`src/rtl/cpu_pkg.sv`:
```
// Shared CPU definitions: fetch FSM encodings, instruction field positions and
// the operation encodings that make up the harmless fault instruction.
package cpu_pkg;

    localparam logic [1:0] STATE_IDLE    = 2'b00;
    localparam logic [1:0] STATE_REQUEST = 2'b01;
    localparam logic [1:0] STATE_WAIT    = 2'b10;
    localparam logic [1:0] STATE_DONE    = 2'b11;

    localparam int INSTRUCTION_WIDTH = 16;
    localparam int FIELD_WIDTH       = 4;
    localparam int IMMEDIATE_WIDTH   = 8;

    // Nibble index of each field within the instruction word (0 = bits 3:0).
    localparam int OPERATION_NIBBLE       = 3;
    localparam int DESTINATION_NIBBLE     = 2;
    localparam int OPERATION_EXTRA_NIBBLE = 1;
    localparam int SOURCE_NIBBLE          = 0;

    localparam logic [3:0] OPERATION_RTYPE = 4'h0;
    localparam logic [3:0] EXTRA_OR        = 4'h2;

    // OR r0,r0: a no-op the controller can execute safely after a timeout.
    localparam logic [15:0] CPU_FAULT_WORD = {OPERATION_RTYPE, 4'h0, EXTRA_OR, 4'h0};

endpackage

```
`src/rtl/instruction_fetch_unit_if.sv`:
```
// Instruction memory read port: registered request/address from the fetch unit,
// ready/valid/data from memory.
interface instruction_fetch_unit_if #(
    parameter int ADDRESS_WIDTH = 16,
    parameter int WORD_WIDTH    = 16
);

    logic                     memory_read_request;
    logic [ADDRESS_WIDTH-1:0] memory_address;
    logic                     memory_read_ready;
    logic                     memory_read_valid;
    logic [WORD_WIDTH-1:0]    memory_read_data;

    modport master (
        output memory_read_request,
        output memory_address,
        input  memory_read_ready,
        input  memory_read_valid,
        input  memory_read_data
    );

    modport slave (
        input  memory_read_request,
        input  memory_address,
        output memory_read_ready,
        output memory_read_valid,
        output memory_read_data
    );

endinterface

```
`src/rtl/instruction_fetch_unit_field_split.sv`:
```
// Combinational split of a 16-bit instruction word into its decode fields;
// shared with the disassembly monitor.
module instruction_field_split
    import cpu_pkg::*;
(
    input  logic [INSTRUCTION_WIDTH-1:0] instruction_word,
    output logic [FIELD_WIDTH-1:0]       instruction_operation,
    output logic [FIELD_WIDTH-1:0]       instruction_destination,
    output logic [FIELD_WIDTH-1:0]       instruction_operation_extra,
    output logic [FIELD_WIDTH-1:0]       instruction_source,
    output logic [IMMEDIATE_WIDTH-1:0]   instruction_immediate
);

    localparam int NIBBLE_COUNT = INSTRUCTION_WIDTH / FIELD_WIDTH;

    logic [FIELD_WIDTH-1:0] nibble [NIBBLE_COUNT];

    genvar gi;
    generate
        for (gi = 0; gi < NIBBLE_COUNT; gi++) begin : g_nibble
            assign nibble[gi] = instruction_word[gi*FIELD_WIDTH +: FIELD_WIDTH];
        end
    endgenerate

    assign instruction_operation       = nibble[OPERATION_NIBBLE];
    assign instruction_destination     = nibble[DESTINATION_NIBBLE];
    assign instruction_operation_extra = nibble[OPERATION_EXTRA_NIBBLE];
    assign instruction_source          = nibble[SOURCE_NIBBLE];
    assign instruction_immediate       = instruction_word[IMMEDIATE_WIDTH-1:0];

endmodule

```
`src/rtl/instruction_fetch_unit.sv`:
```
// Fetches one instruction word per command over a stallable request/valid port.
// Define FETCH_TIMEOUT_EN to bound the wait and substitute FAULT_WORD on expiry.
module instruction_fetch_unit
    import cpu_pkg::*;
#(
    parameter int          ADDRESS_WIDTH  = 16,
    parameter int          WORD_WIDTH     = 16,
    parameter int          TIMEOUT_CYCLES = 64,
    parameter logic [15:0] FAULT_WORD     = CPU_FAULT_WORD
) (
    input  logic                     clock,
    input  logic                     reset,
    input  logic                     fetch_start,
    input  logic [ADDRESS_WIDTH-1:0] fetch_address,
    instruction_fetch_unit_if.master memory_bus,
    output logic                     fetch_busy,
    output logic                     fetch_done,
    output logic [15:0]              instruction,
    output logic [3:0]               instruction_operation,
    output logic [3:0]               instruction_destination,
    output logic [3:0]               instruction_operation_extra,
    output logic [3:0]               instruction_source,
    output logic [7:0]               instruction_immediate,
    output logic                     fetch_fault
);

    generate
        if (WORD_WIDTH != 16 || TIMEOUT_CYCLES < 2) begin : g_param_check
            $error("instruction_fetch_unit: WORD_WIDTH must be 16 and TIMEOUT_CYCLES at least 2");
        end
    endgenerate

    logic [1:0]               state_reg, state_next;
    logic                     request_reg, request_next;
    logic [ADDRESS_WIDTH-1:0] address_reg, address_next;
    logic [15:0]              instruction_reg, instruction_next;
    logic                     done_reg;
    logic                     timeout_taken;

`ifdef FETCH_TIMEOUT_EN
    localparam int COUNT_WIDTH = $clog2(TIMEOUT_CYCLES + 1);
    localparam logic [COUNT_WIDTH-1:0] COUNT_LIMIT = COUNT_WIDTH'(TIMEOUT_CYCLES);
    localparam logic [COUNT_WIDTH-1:0] COUNT_LAST  = COUNT_WIDTH'(TIMEOUT_CYCLES - 1);

    logic [COUNT_WIDTH-1:0] wait_count_reg;
    logic                   waiting;
    logic                   fault_reg;

    assign waiting = (state_reg == STATE_REQUEST) || (state_reg == STATE_WAIT);

    always_ff @(posedge clock) begin
        if (reset) begin
            wait_count_reg <= '0;
        end else if (state_reg == STATE_IDLE) begin
            wait_count_reg <= '0;
        end else if (waiting && wait_count_reg != COUNT_LIMIT) begin
            wait_count_reg <= wait_count_reg + 1'b1;
        end
    end

    // The counter reaches the limit on this edge; returning data takes priority.
    assign timeout_taken = waiting && (wait_count_reg == COUNT_LAST) &&
                           !(state_reg == STATE_WAIT && memory_bus.memory_read_valid);

    always_ff @(posedge clock) begin
        if (reset) begin
            fault_reg <= 1'b0;
        end else if (timeout_taken) begin
            fault_reg <= 1'b1;
        end
    end

    assign fetch_fault = fault_reg;
`else
    assign timeout_taken = 1'b0;
    assign fetch_fault   = 1'b0;
`endif

    always_comb begin
        state_next       = state_reg;
        request_next     = request_reg;
        address_next     = address_reg;
        instruction_next = instruction_reg;
        case (state_reg)
            STATE_IDLE: begin
                if (fetch_start) begin
                    address_next = fetch_address;
                    request_next = 1'b1;
                    state_next   = STATE_REQUEST;
                end
            end
            STATE_REQUEST: begin
                if (timeout_taken) begin
                    request_next     = 1'b0;
                    instruction_next = FAULT_WORD;
                    state_next       = STATE_DONE;
                end else if (memory_bus.memory_read_ready) begin
                    request_next = 1'b0;
                    state_next   = STATE_WAIT;
                end
            end
            STATE_WAIT: begin
                if (memory_bus.memory_read_valid) begin
                    instruction_next = memory_bus.memory_read_data;
                    state_next       = STATE_DONE;
                end else if (timeout_taken) begin
                    instruction_next = FAULT_WORD;
                    state_next       = STATE_DONE;
                end
            end
            default: begin
                state_next = STATE_IDLE;
            end
        endcase
    end

    always_ff @(posedge clock) begin
        if (reset) begin
            state_reg       <= STATE_IDLE;
            request_reg     <= 1'b0;
            address_reg     <= '0;
            instruction_reg <= '0;
            done_reg        <= 1'b0;
        end else begin
            state_reg       <= state_next;
            request_reg     <= request_next;
            address_reg     <= address_next;
            instruction_reg <= instruction_next;
            done_reg        <= (state_next == STATE_DONE);
        end
    end

    assign memory_bus.memory_read_request = request_reg;
    assign memory_bus.memory_address      = address_reg;
    assign fetch_busy                     = (state_reg != STATE_IDLE);
    assign fetch_done                     = done_reg;
    assign instruction                    = instruction_reg;

    instruction_field_split u_field_split (
        .instruction_word            (instruction_reg),
        .instruction_operation       (instruction_operation),
        .instruction_destination     (instruction_destination),
        .instruction_operation_extra (instruction_operation_extra),
        .instruction_source          (instruction_source),
        .instruction_immediate       (instruction_immediate)
    );

endmodule

```
`src/flat_wrapper.sv`:
```
// flat-port wrapper written by rule: the top's interface ports become plain ports
module instruction_fetch_unit_flat import cpu_pkg::*;
#(
    parameter int          ADDRESS_WIDTH  = 16,
    parameter int          WORD_WIDTH     = 16,
    parameter int          TIMEOUT_CYCLES = 64,
    parameter logic [15:0] FAULT_WORD     = CPU_FAULT_WORD
)
  (clock, reset, fetch_start, fetch_address, fetch_busy, fetch_done, instruction, instruction_operation, instruction_destination, instruction_operation_extra, instruction_source, instruction_immediate, fetch_fault, memory_bus_memory_read_request, memory_bus_memory_address, memory_bus_memory_read_ready, memory_bus_memory_read_valid, memory_bus_memory_read_data);
  instruction_fetch_unit_if #(.ADDRESS_WIDTH(ADDRESS_WIDTH), .WORD_WIDTH(WORD_WIDTH)) memory_bus_i ();
  input  logic clock;
  input  logic reset;
  input  logic fetch_start;
  input  logic [ADDRESS_WIDTH-1:0] fetch_address;
  output logic fetch_busy;
  output logic fetch_done;
  output logic [15:0] instruction;
  output logic [3:0] instruction_operation;
  output logic [3:0] instruction_destination;
  output logic [3:0] instruction_operation_extra;
  output logic [3:0] instruction_source;
  output logic [7:0] instruction_immediate;
  output logic fetch_fault;
  output wire logic [$bits(memory_bus_i.memory_read_request)-1:0] memory_bus_memory_read_request;
  output wire logic [$bits(memory_bus_i.memory_address)-1:0] memory_bus_memory_address;
  input wire logic [$bits(memory_bus_i.memory_read_ready)-1:0] memory_bus_memory_read_ready;
  input wire logic [$bits(memory_bus_i.memory_read_valid)-1:0] memory_bus_memory_read_valid;
  input wire logic [$bits(memory_bus_i.memory_read_data)-1:0] memory_bus_memory_read_data;
  assign memory_bus_memory_read_request = memory_bus_i.memory_read_request;
  assign memory_bus_memory_address = memory_bus_i.memory_address;
  assign memory_bus_i.memory_read_ready = memory_bus_memory_read_ready;
  assign memory_bus_i.memory_read_valid = memory_bus_memory_read_valid;
  assign memory_bus_i.memory_read_data = memory_bus_memory_read_data;
  instruction_fetch_unit #(.ADDRESS_WIDTH(ADDRESS_WIDTH), .WORD_WIDTH(WORD_WIDTH), .TIMEOUT_CYCLES(TIMEOUT_CYCLES), .FAULT_WORD(FAULT_WORD)) u_core (.clock(clock), .reset(reset), .fetch_start(fetch_start), .fetch_address(fetch_address), .memory_bus(memory_bus_i), .fetch_busy(fetch_busy), .fetch_done(fetch_done), .instruction(instruction), .instruction_operation(instruction_operation), .instruction_destination(instruction_destination), .instruction_operation_extra(instruction_operation_extra), .instruction_source(instruction_source), .instruction_immediate(instruction_immediate), .fetch_fault(fetch_fault));
endmodule
```
`config.mk`:
```
export PLATFORM = sky130hd
export DESIGN_NAME = instruction_fetch_unit_flat
export DESIGN_NICKNAME = d
export VERILOG_FILES = /design/src/rtl/cpu_pkg.sv /design/src/rtl/instruction_fetch_unit_if.sv /design/src/rtl/instruction_fetch_unit_field_split.sv /design/src/rtl/instruction_fetch_unit.sv /design/src/flat_wrapper.sv
export SDC_FILE = /design/constraint.sdc
export NUM_CORES = 1
export LEC_CHECK = 0
export ABC_CLOCK_PERIOD_IN_PS = 1450
export BUFFER_PORTS_ARGS = -buffer_cell sky130_fd_sc_hd__buf_2
export CORE_ASPECT_RATIO = 0.5
export CORE_MARGIN = 5
export CORE_UTILIZATION = 37
export DETAILED_ROUTE_END_ITERATION = 8
export HOLD_SLACK_MARGIN = 0.1
export PLACE_DENSITY = 0.79
export REMOVE_ABC_BUFFERS = 1
export SYNTH_ARGS = -nofsm -noshare
export SYNTH_HDL_FRONTEND = slang
export SYNTH_HIERARCHICAL = 1
export SYNTH_SLANG_ARGS = --single-unit
```
`constraint.sdc`:
```
create_clock -name clock -period 1.45 [get_ports clock]
set_input_delay 0.29 -clock clock [delete_from_list [all_inputs] [get_ports clock]]
set_output_delay 0.29 -clock clock [all_outputs]
set_load 0.1 [all_outputs]
```
* Word level (Yosys, flattened, before mapping)
Cells that the tools add are included.
Cells by class: equality and inequality tests 5, reductions and logical operators 6, multiplexer cells 7
Operators with widths (count):
- 2-to-1 mux 2 bit | 3
- one-hot mux 2 bit (3 select lines) | 1
- equality test 2 bit, second input constant | 2
- inequality test 2 bit, second input constant | 2
- AND reduction 2 bit | 2
- nonzero test 2 bit | 2
- AND reduction 3 bit | 1
- equality test 2 x 1 -> 1 bit, second input constant | 1
- zero test 2 bit | 1
- 2-to-1 mux 1 bit | 2
- one-hot mux 1 bit (2 select lines) | 1
Storage, ports and cells: bits of input ports 37, register bits after elaboration 36, word-level logic and storage cells 23

* Depth between registers and ports, before layout
Gate-level depths: netlist (run 1).
depth in word-level cells 3, mapped depth 6

* Modules after synthesis
Netlist (run 1), hierarchy kept.
By module, submodules not included:
- instruction_fetch_unit | cells each 162, area each 1333.8 um^2, instances 1
- instruction_field_split | cells each 24, area each 180.2 um^2, instances 1

* Worst setup path after synthesis (run 1)
OpenSTA, ideal clock, no wires.
path kind register -> output, start point register u_core.instruction_reg[0] (netlist: u_core/instruction[0]), end point output port instruction_immediate[0], path buffers 1, cell stages (with the launch flop) 2, setup slack -0.231 ns, arrival time 1.391 ns, path through dfxtp_1 > buf_4
RTL lines:
- start, declared | line instruction_fetch_unit.sv:36 | logic [15:0] instruction_reg, instruction_next;
- start signal, assigned | line instruction_fetch_unit.sv:128 | instruction_reg <= instruction_next;
- end, declared | line flat_wrapper.sv:22 | output logic [7:0] instruction_immediate;
No word-level cell between the ends.

* Final worst setup path (run 1)
start point register u_core.instruction_reg[0] (netlist: u_core/instruction[0]), end point output port instruction[0]
RTL lines:
- end, declared | line flat_wrapper.sv:17 | output logic [15:0] instruction;
No word-level cell between the ends.

==> impl_metrics.toml, run 1 <==
[run_status]
status = "completed"

[sta]
finalWorstSetupSlack_ns = 0.0437
max_freq_mhz = 711
finalSetupTns_ns = 0
rsz0062_at_grt = "yes"
slew_headroom = 0.657
drv_slew = 0
hold_slack_ns = 0.241
tightestPinTransition_ns = 0.514
finClkSkew_ns = 0.00776
hold_violations = 0
setup_viol_count_final = 0
finalCritPeriodShare = 0.970
fin_crit_ns = 1.41

[pwr]
pwr-share-comb = 0.277
netSwitchingPower_mw = 0.990
cellPowerDensity_nw_per_um2 = 1410
clockPowerShare = 0.338
leakage_nw = 0.998
switching_share = 0.355
irDropWorstVdd_mv = 0.523
report.power.total_mw = 2.79
internal-power_mw = 1.80
pwr-share-seq = 0.385

[worst_hold_path]
hold_depth = 3
worstHoldPathType = "in -> reg"
min_from = "memory_bus_memory_read_data[15]"
hold_end = "u_core/instruction[15]"

[setup_path]
path_depth = 1
max_stage_delay_ns = 0.45
worst_path_max_delay_cell = "buf_2"
crit-reg2reg-capture = "u_core/memory_bus.memory_address[11]"
crit_path_start_kind = "flip-flop"
r2r.worst_path.cells = 3
end_kind = "output port"
path_buf_inv = 1
crit_family = "buffers and inverters"
startpoint = "u_core/instruction[0]"
criticalPathCategory = "reg -> out"
path_cells = "buf_2"
cp_max_fo = 4
r2r_slack_ns = 0.12
worst_ep_arrival_time_ns = 1.12
critical_path_required_ns = 1.16
r2r_start = "u_core/state_reg[0]"

[floorplanning]
initial_core_util = 0.386
die_w_um = 100
die_area_um2 = 5550
core_area_um2 = 3920
rows = 16
io_pins = 97
fp.dieH_um = 55.2

[grt]
met3_usage = 0.0377
grt_pass1_wl_mm = 6.11
antenna_found_initial = 0
top_usage_layer = "met2"
met2_usage = 0.264
met1_usage = 0.132
grt_pass1_vias = 1334
track_usage = 0.135
gr-total-overflow = 0
grt_max_degree = 23

[placement]
place_area_um2 = 1840
hpwlAfterDp_mm = 2.89
io_buffers = 95
dp_slack_ns = 0.0600
gp_congestion = 0.655
dp_cells = 303

[synth]
synth_cell_types = 23
ys_seq_area_frac = 0.476
netlist_instances = 186
yosysWarnings = 6
syn_area_per_cell_um2 = 8.14
syn_area_um2 = 1510
synth_area_leader_cell = "dfxtp_1"
synth_top_area_share = 0.476
ys_ff_latch = 36
ys_top_cells_by_area = "dfxtp_1, nand2_1, buf_4, a21oi_1, buf_6"

[cts]
path_clk_slew_ns = 0.07
clk_path_buf_depth = 2
cts_tree = "done"
clkLatencyLatePin_ns = 0.28
cts-root-buf = "clkbuf_8"
cts_htree_levels = 2
cts_sinks = 36
numCtsBuffers = 5

[drt]
drt_wl_total_mm = 3.79
drt-vias-per-instance = 4.47
dr_total_vias = 1396
drc = 0
firstDrtPassIters = 5
wire_per_inst_um = 12.1
drt_iter0_drc = 51
ant_nets = 0

[cells_and_area]
antenna_cells = 0
layout_common_cells = "buf_2, nand2_1, dfxtp_1"
final_common_cell = "buf_2"
drive_above_1_share = 0.438
area_delta_synth_final_pct = 31.0
final_util = 0.505
final_nets = 294
design_area_um2 = 1980
stdcell_count = 312

[flow_run]
maxCapViolations = 0
repair_timing:
action | in CTS | in global routing
hold buffers | 0 | 0
gates resized for setup | 1 | 4
setup endpoints to repair | 1 | 3
buffers inserted | 0 | 1
cell usage after synthesis:
library cell  count
nand3b_1          1
nor3b_4           1
nor3_1            1
o32ai_1           1
a21oi_1          32
nor2b_1           2
nand2_1          64
buf_4            27
nor2_1            3
or2_2             1
and3b_1           1
buf_2             3
buf_1             1
mux2i_1           1
or3b_1            1
dfxtp_1          36
clkbuf_1          3
nand2b_1          1
buf_6             2
buf_8             1
conb_1            1
a211oi_1          1
o21a_1            1
final cells by class:
cell class                      instances  area (um2)
Clock buffer                            7        96.3
Clock inverter                          1        30.0
Fill cell                             396        1940
Multi-Input combinational cell        113         526
Sequential cell                        36         728
Tap cell                               54        67.6
Timing Repair Buffer                  101         536
worst max path at each step:
stage and end:
3_5_place_dp u_core/memory_bus.memory_address[11], 3_3_place_gp u_core/memory_bus.memory_address[14], 2_1_floorplan u_core/instruction[0], 5_1_grt instruction_source[0]
4_1_cts fetch_busy, 6_report instruction[0]
tightest hold or removal path, delay by kind of cell:
kind | cells | cell delay, ns
AO/OA/AOI/OAI | 1 | 0.05
buffers and inverters | 1 | 0.10
AND/OR/NAND/NOR | 1 | 0.04
power groups by stage:
stage               clock (mW)  sequential [mW]  combinational (mW)
floorplan                    0             1.54               0.146
global placement             0             1.10               0.761
detailed placement           0             1.10               0.770
CTS                      0.988             1.08               0.770
global route              1.01             1.08               0.806
finish                   0.945             1.07               0.773
routing by layer:
metal  up-vias  wire (um)
met1       647       1370
met5         -          0
li1        706          -
met3         7        206
met2        36       2160
met4         0         50
kinds of logic (layout without fill, tap and decap cells):
logic type	Yosys count	after routing	share of synthesized area
buf+inv	37	109	0.178
flops	36	36	0.476
simple gates	76	76	0.215
compound gates	35	35	0.121
other cells	1	1	0.00248
mux	1	1	0.00661
No activity file was read; power rests on OpenSTA's default activity.
==> inputs of run 2 (changes only) <==
==> constraint.sdc (replaced) <==
create_clock -name clock -period 1.45 [get_ports clock]
set_input_delay 0.435 -clock clock [delete_from_list [all_inputs] [get_ports clock]]
set_output_delay 0.435 -clock clock [all_outputs]
set_load 0.1 [all_outputs]
==> run 2 against run 1 <==
The run now ends with negative setup slack left. Worst setup slack got worse by 0.071 ns. Worst hold slack better by 0.13 ns. Clock-buffer cell count down 2. Sequential cell count stayed put. Global-route usage up 5.1 points. Fmax shrank 4.8%. Critical path type unchanged. Critical endpoint is now fetch_busy.
==> impl_metrics.toml, run 2 (synthesized netlist as in run 1, its figures left out) <==
[run_status]
status = "finished with violations"
failed_checks = "negative setup slack"

[drt]
drc = 0
wire_per_inst_um = 15.8
wl_met2_mm = 2.89
drt_iter0_drc = 61
top_layer = "met4"
ant_nets = 0
dr_total_vias = 1456
met1_length_mm = 1.67
drt-vias-per-instance = 4.64
wl_met3_um = 232
drt_wl_total_mm = 4.95
firstDrtPassIters = 4

[placement]
dp_slack_ns = -0.0519
io_buffers = 95
gp_congestion = 0.691
hpwlAfterDp_mm = 3.56

[cts]
clkLatencyLatePin_ns = 0.29
cts_tree = "done"
clk_path_buf_depth = 2
cts-root-buf = "clkbuf_8"
path_clk_slew_ns = 0.08
numCtsBuffers = 5
cts_htree_levels = 2
cts_sinks = 36

[sta]
rsz0062_at_grt = "yes"
fin_crit_ns = 1.48
hold_violations = 0
finalSetupTns_ns = -0.0270
setup_viol_count_final = 1
finClkSkew_ns = 0.00626
max_freq_mhz = 677
finalCritPeriodShare = 1.02
drv_slew = 0
hold_slack_ns = 0.371
finalWorstSetupSlack_ns = -0.0270

[setup_path]
worst_ep_arrival_time_ns = 1.04
crit_path_start_kind = "flip-flop"
critical_path_required_ns = 1.02
criticalPathCategory = "reg -> out"
r2r_slack_ns = 0.13
cp_max_fo = 4
end_kind = "output port"

[cells_and_area]
final_common_cell = "nand2_1"
drive_above_1_share = 0.485
multi_input_area_um2 = 529
antenna_cells = 0
area_delta_synth_final_pct = 88.6
final_nets = 296
fillerInstances = 253
layout_common_cells = "nand2_1, buf_12, buf_2"
regArea_um2 = 737

[pwr]
cellPowerDensity_nw_per_um2 = 986
irDropWorstVdd_mv = 0.557
netSwitchingPower_mw = 1.09
internal-power_mw = 1.73
clockPowerShare = 0.253
switching_share = 0.386
pwr-share-comb = 0.353
pwr-share-seq = 0.393
report.power.total_mw = 2.82
leakage_nw = 1.16

[grt]
grt_pass1_wl_mm = 8.05
gr-total-overflow = 0
track_usage = 0.186
grt_pass1_vias = 1525
grt_max_degree = 23
antenna_found_initial = 0

[floorplanning]
rows = 16
io_pins = 97
die_area_um2 = 5550
initial_core_util = 0.386
fp.dieH_um = 55.2
die_w_um = 100
core_area_um2 = 3920

[worst_hold_path]
worstHoldPathType = "in -> reg"

[flow_run]
maxCapViolations = 0
-- run 2: changes by cell type in the layout (fill, tap and decap cells not counted), moves of 2 or more --
cell	delta
clkbuf_8	-2
dfxtp_1	-9
clkinv_2	+2
buf_12	+59
dfxtp_2	+10
buf_2	-58
-- run 2: path summary, 6_finish.rpt --
| path | end | cells past startpoint | startpoint |
|---|---|---|---|
| hold / removal | u_core/memory_bus.memory_address[4] | 3 | fetch_address[4] |
| hold reg to reg | u_core/memory_bus.memory_address[10] | 2 | u_core/memory_bus.memory_address[10] |
| setup / recovery | fetch_busy | 2 | u_core/state_reg[0] |
| setup reg to reg | u_core/memory_bus.memory_address[2] | 6 | u_core/state_reg[1] |
-- run 2: area by class of cell --
cell class,count,area share
multi-input combinational,113,0.185
timing repair buffer,103,0.502
tap,54,0.0237
sequential,36,0.258
clock inverter,3,0.00657
clock buffer,5,0.0241
-- run 2: power groups by stage --
| stage | Combinational (mW) | Sequential [mW] | Clock [mW] |
|---|---|---|---|
| floorplan | 0.146 | 1.54 | 0 |
| CTS | 0.989 | 1.11 | 0.719 |
| global route | 1.03 | 1.12 | 0.771 |
| detailed placement | 0.963 | 1.13 | 0 |
| global placement | 0.947 | 1.13 | 0 |
| finish | 0.995 | 1.11 | 0.714 |
-- run 2: repair_timing --
item | CTS | global route
endpoints found under the setup margin | 26 | 3
hold buffers | 0 | 0
resized for setup | 13 | 2
buffers inserted | 3 | 1
pin swaps | 0 | 1
-- run 2: worst max-delay path, cell delays in order, from the launching register on --
cell and delay, ns:
dfxtp_4 0.35, or2_4 0.23, buf_12 0.16
-- run 2: metal layers --
metal / up-vias / track usage
li1: 710 / -
met1: 685 / 0.187
met2: 46 / 0.349
met3: 15 / 0.0415
met4: 0 / 0.107
met5: - / 0.0192
-- run 2: metrics by stage --
step / util / instance area, um2 / instances
after floorplan: - / 1240 / 149
after global placement: 0.692 / 2720 / 302
after detailed placement: 0.692 / 2720 / 302
after CTS: 0.725 / 2850 / 313
after global routing: 0.728 / 2860 / 314
final: 0.728 / 2860 / 314
==> inputs of run 3 (changes only) <==
Settings changed: MAX_ROUTING_LAYER from default to met4.
==> run 3 against run 2 <==
Core utilization unchanged. Fmax decreased by 0.10%. Critical path depth unchanged. Clock power about the same. Sequential power about the same. Final cell count unchanged. Via count increased by 0.69%. Register-to-register slack about the same. Clock skew decreased by 0.00092 ns. Total power about the same. Worst hold slack about the same. Combinational power about the same. The flow still finishes with violations (negative setup slack).
==> impl_metrics.toml, run 3 (synthesized netlist as in run 1, its figures left out) <==
[drt]
drc = 0
drt-vias-per-instance = 4.67
ant_nets = 0
drt_wl_total_mm = 5.00
firstDrtPassIters = 5
dr_total_vias = 1466
wire_per_inst_um = 15.9
drt_iter0_drc = 74

[cts]
clk_path_buf_depth = 2
cts_sinks = 36
clkLatencyLatePin_ns = 0.29
cts_htree_levels = 2
cts-root-buf = "clkbuf_8"
numCtsBuffers = 5
path_clk_slew_ns = 0.08
cts_tree = "done"

[sta]
hold_violations = 0
hold_slack_ns = 0.371
max_freq_mhz = 676
drv_slew = 0
finClkSkew_ns = 0.00534
finalSetupTns_ns = -0.0285
fin_crit_ns = 1.48
rsz0062_at_grt = "yes"
setup_viol_count_final = 1
finalWorstSetupSlack_ns = -0.0285
finalCritPeriodShare = 1.02

[floorplanning]
core_area_um2 = 3920
fp.dieH_um = 55.2
die_w_um = 100
rows = 16
io_pins = 97
die_area_um2 = 5550
initial_core_util = 0.386

[grt]
grt_pass1_wl_mm = 8.03
antenna_found_initial = 0
track_usage = 0.191
grt_pass1_vias = 1529
grt_max_degree = 23
gr-total-overflow = 0

[run_status]
failed_checks = "negative setup slack"
status = "finished with violations"

[setup_path]
crit_path_start_kind = "flip-flop"
end_kind = "output port"
cp_max_fo = 4
worst_ep_arrival_time_ns = 1.04
critical_path_required_ns = 1.02
criticalPathCategory = "reg -> out"

[pwr]
cellPowerDensity_nw_per_um2 = 987
internal-power_mw = 1.73
switching_share = 0.386
clockPowerShare = 0.253
irDropWorstVdd_mv = 0.558
report.power.total_mw = 2.82
netSwitchingPower_mw = 1.09
pwr-share-seq = 0.393
leakage_nw = 1.16
pwr-share-comb = 0.353

[cells_and_area]
layout_common_cells = "nand2_1, buf_12, buf_2"
fillerInstances = 253
final_common_cell = "nand2_1"
final_nets = 296
drive_above_1_share = 0.485
antenna_cells = 0
design_area_um2 = 2860
area_delta_synth_final_pct = 88.6

[placement]
hpwlAfterDp_mm = 3.56
io_buffers = 95
place_area_um2 = 2720
gp_congestion = 0.699

[worst_hold_path]
worstHoldPathType = "in -> reg"

[flow_run]
maxCapViolations = 0
[run 3: cell counts in the layout (fill, tap and decap cells not counted)]
No cell type changed its count.
[run 3: stage by stage]
stage	setup slack, ns	cells	utilization
after floorplan	-1.20	149	-
after global placement	0.00251	302	0.692
after detailed placement	-0.0519	302	0.692
after CTS	-0.0555	313	0.725
after global routing	-0.0563	314	0.728
final	-0.0285	314	0.728
[run 3: final timing paths]
path              slack [ns]  cells past startpoint                                    to                                  from
setup / recovery       -0.03                      2                            fetch_busy                   u_core/state_reg[0]
hold / removal          0.37                      3                u_core/instruction[12]       memory_bus_memory_read_data[12]
setup reg to reg        0.12                      6                u_core/instruction[14]                   u_core/state_reg[1]
hold reg to reg         0.50                      2  u_core/memory_bus.memory_address[10]  u_core/memory_bus.memory_address[10]
[run 3: final cells by class]
cell class                 count  area, um2  area share
clock inverter                 3       18.8     0.00657
tap                           54       67.6      0.0237
multi-input combinational    113        529       0.185
clock buffer                   5       68.8      0.0241
timing repair buffer         103       1430       0.502
sequential                    36        737       0.258
[run 3: power by group through the flow]
stage	clock network, mW	logic [mW]	registers (mW)
detailed placement	0	0.963	1.13
global placement	0	0.947	1.13
CTS	0.719	0.989	1.11
global route	0.771	1.03	1.12
floorplan	0	0.146	1.54
finish	0.714	0.995	1.11
[run 3: metal layers]
layer,vias to the layer above,GRT usage,share of wire
met2,50,0.350,0.57
met5,-,-,0
met3,16,0.0402,0.045
met4,0,0.107,0.041
li1,711,-,-
met1,689,0.188,0.34
[run 3: repair_timing]
item,in CTS,in global routing
hold endpoints to repair,0,0
resized for setup,13,2
hold buffers,0,0
buffers inserted,3,1
pin swaps,0,1
setup endpoints to repair,26,3
[run 3: critical path, cell delays in order (launching register included)]
cell	delay (ns)
dfxtp_4	0.35
or2_4	0.23
buf_12	0.16
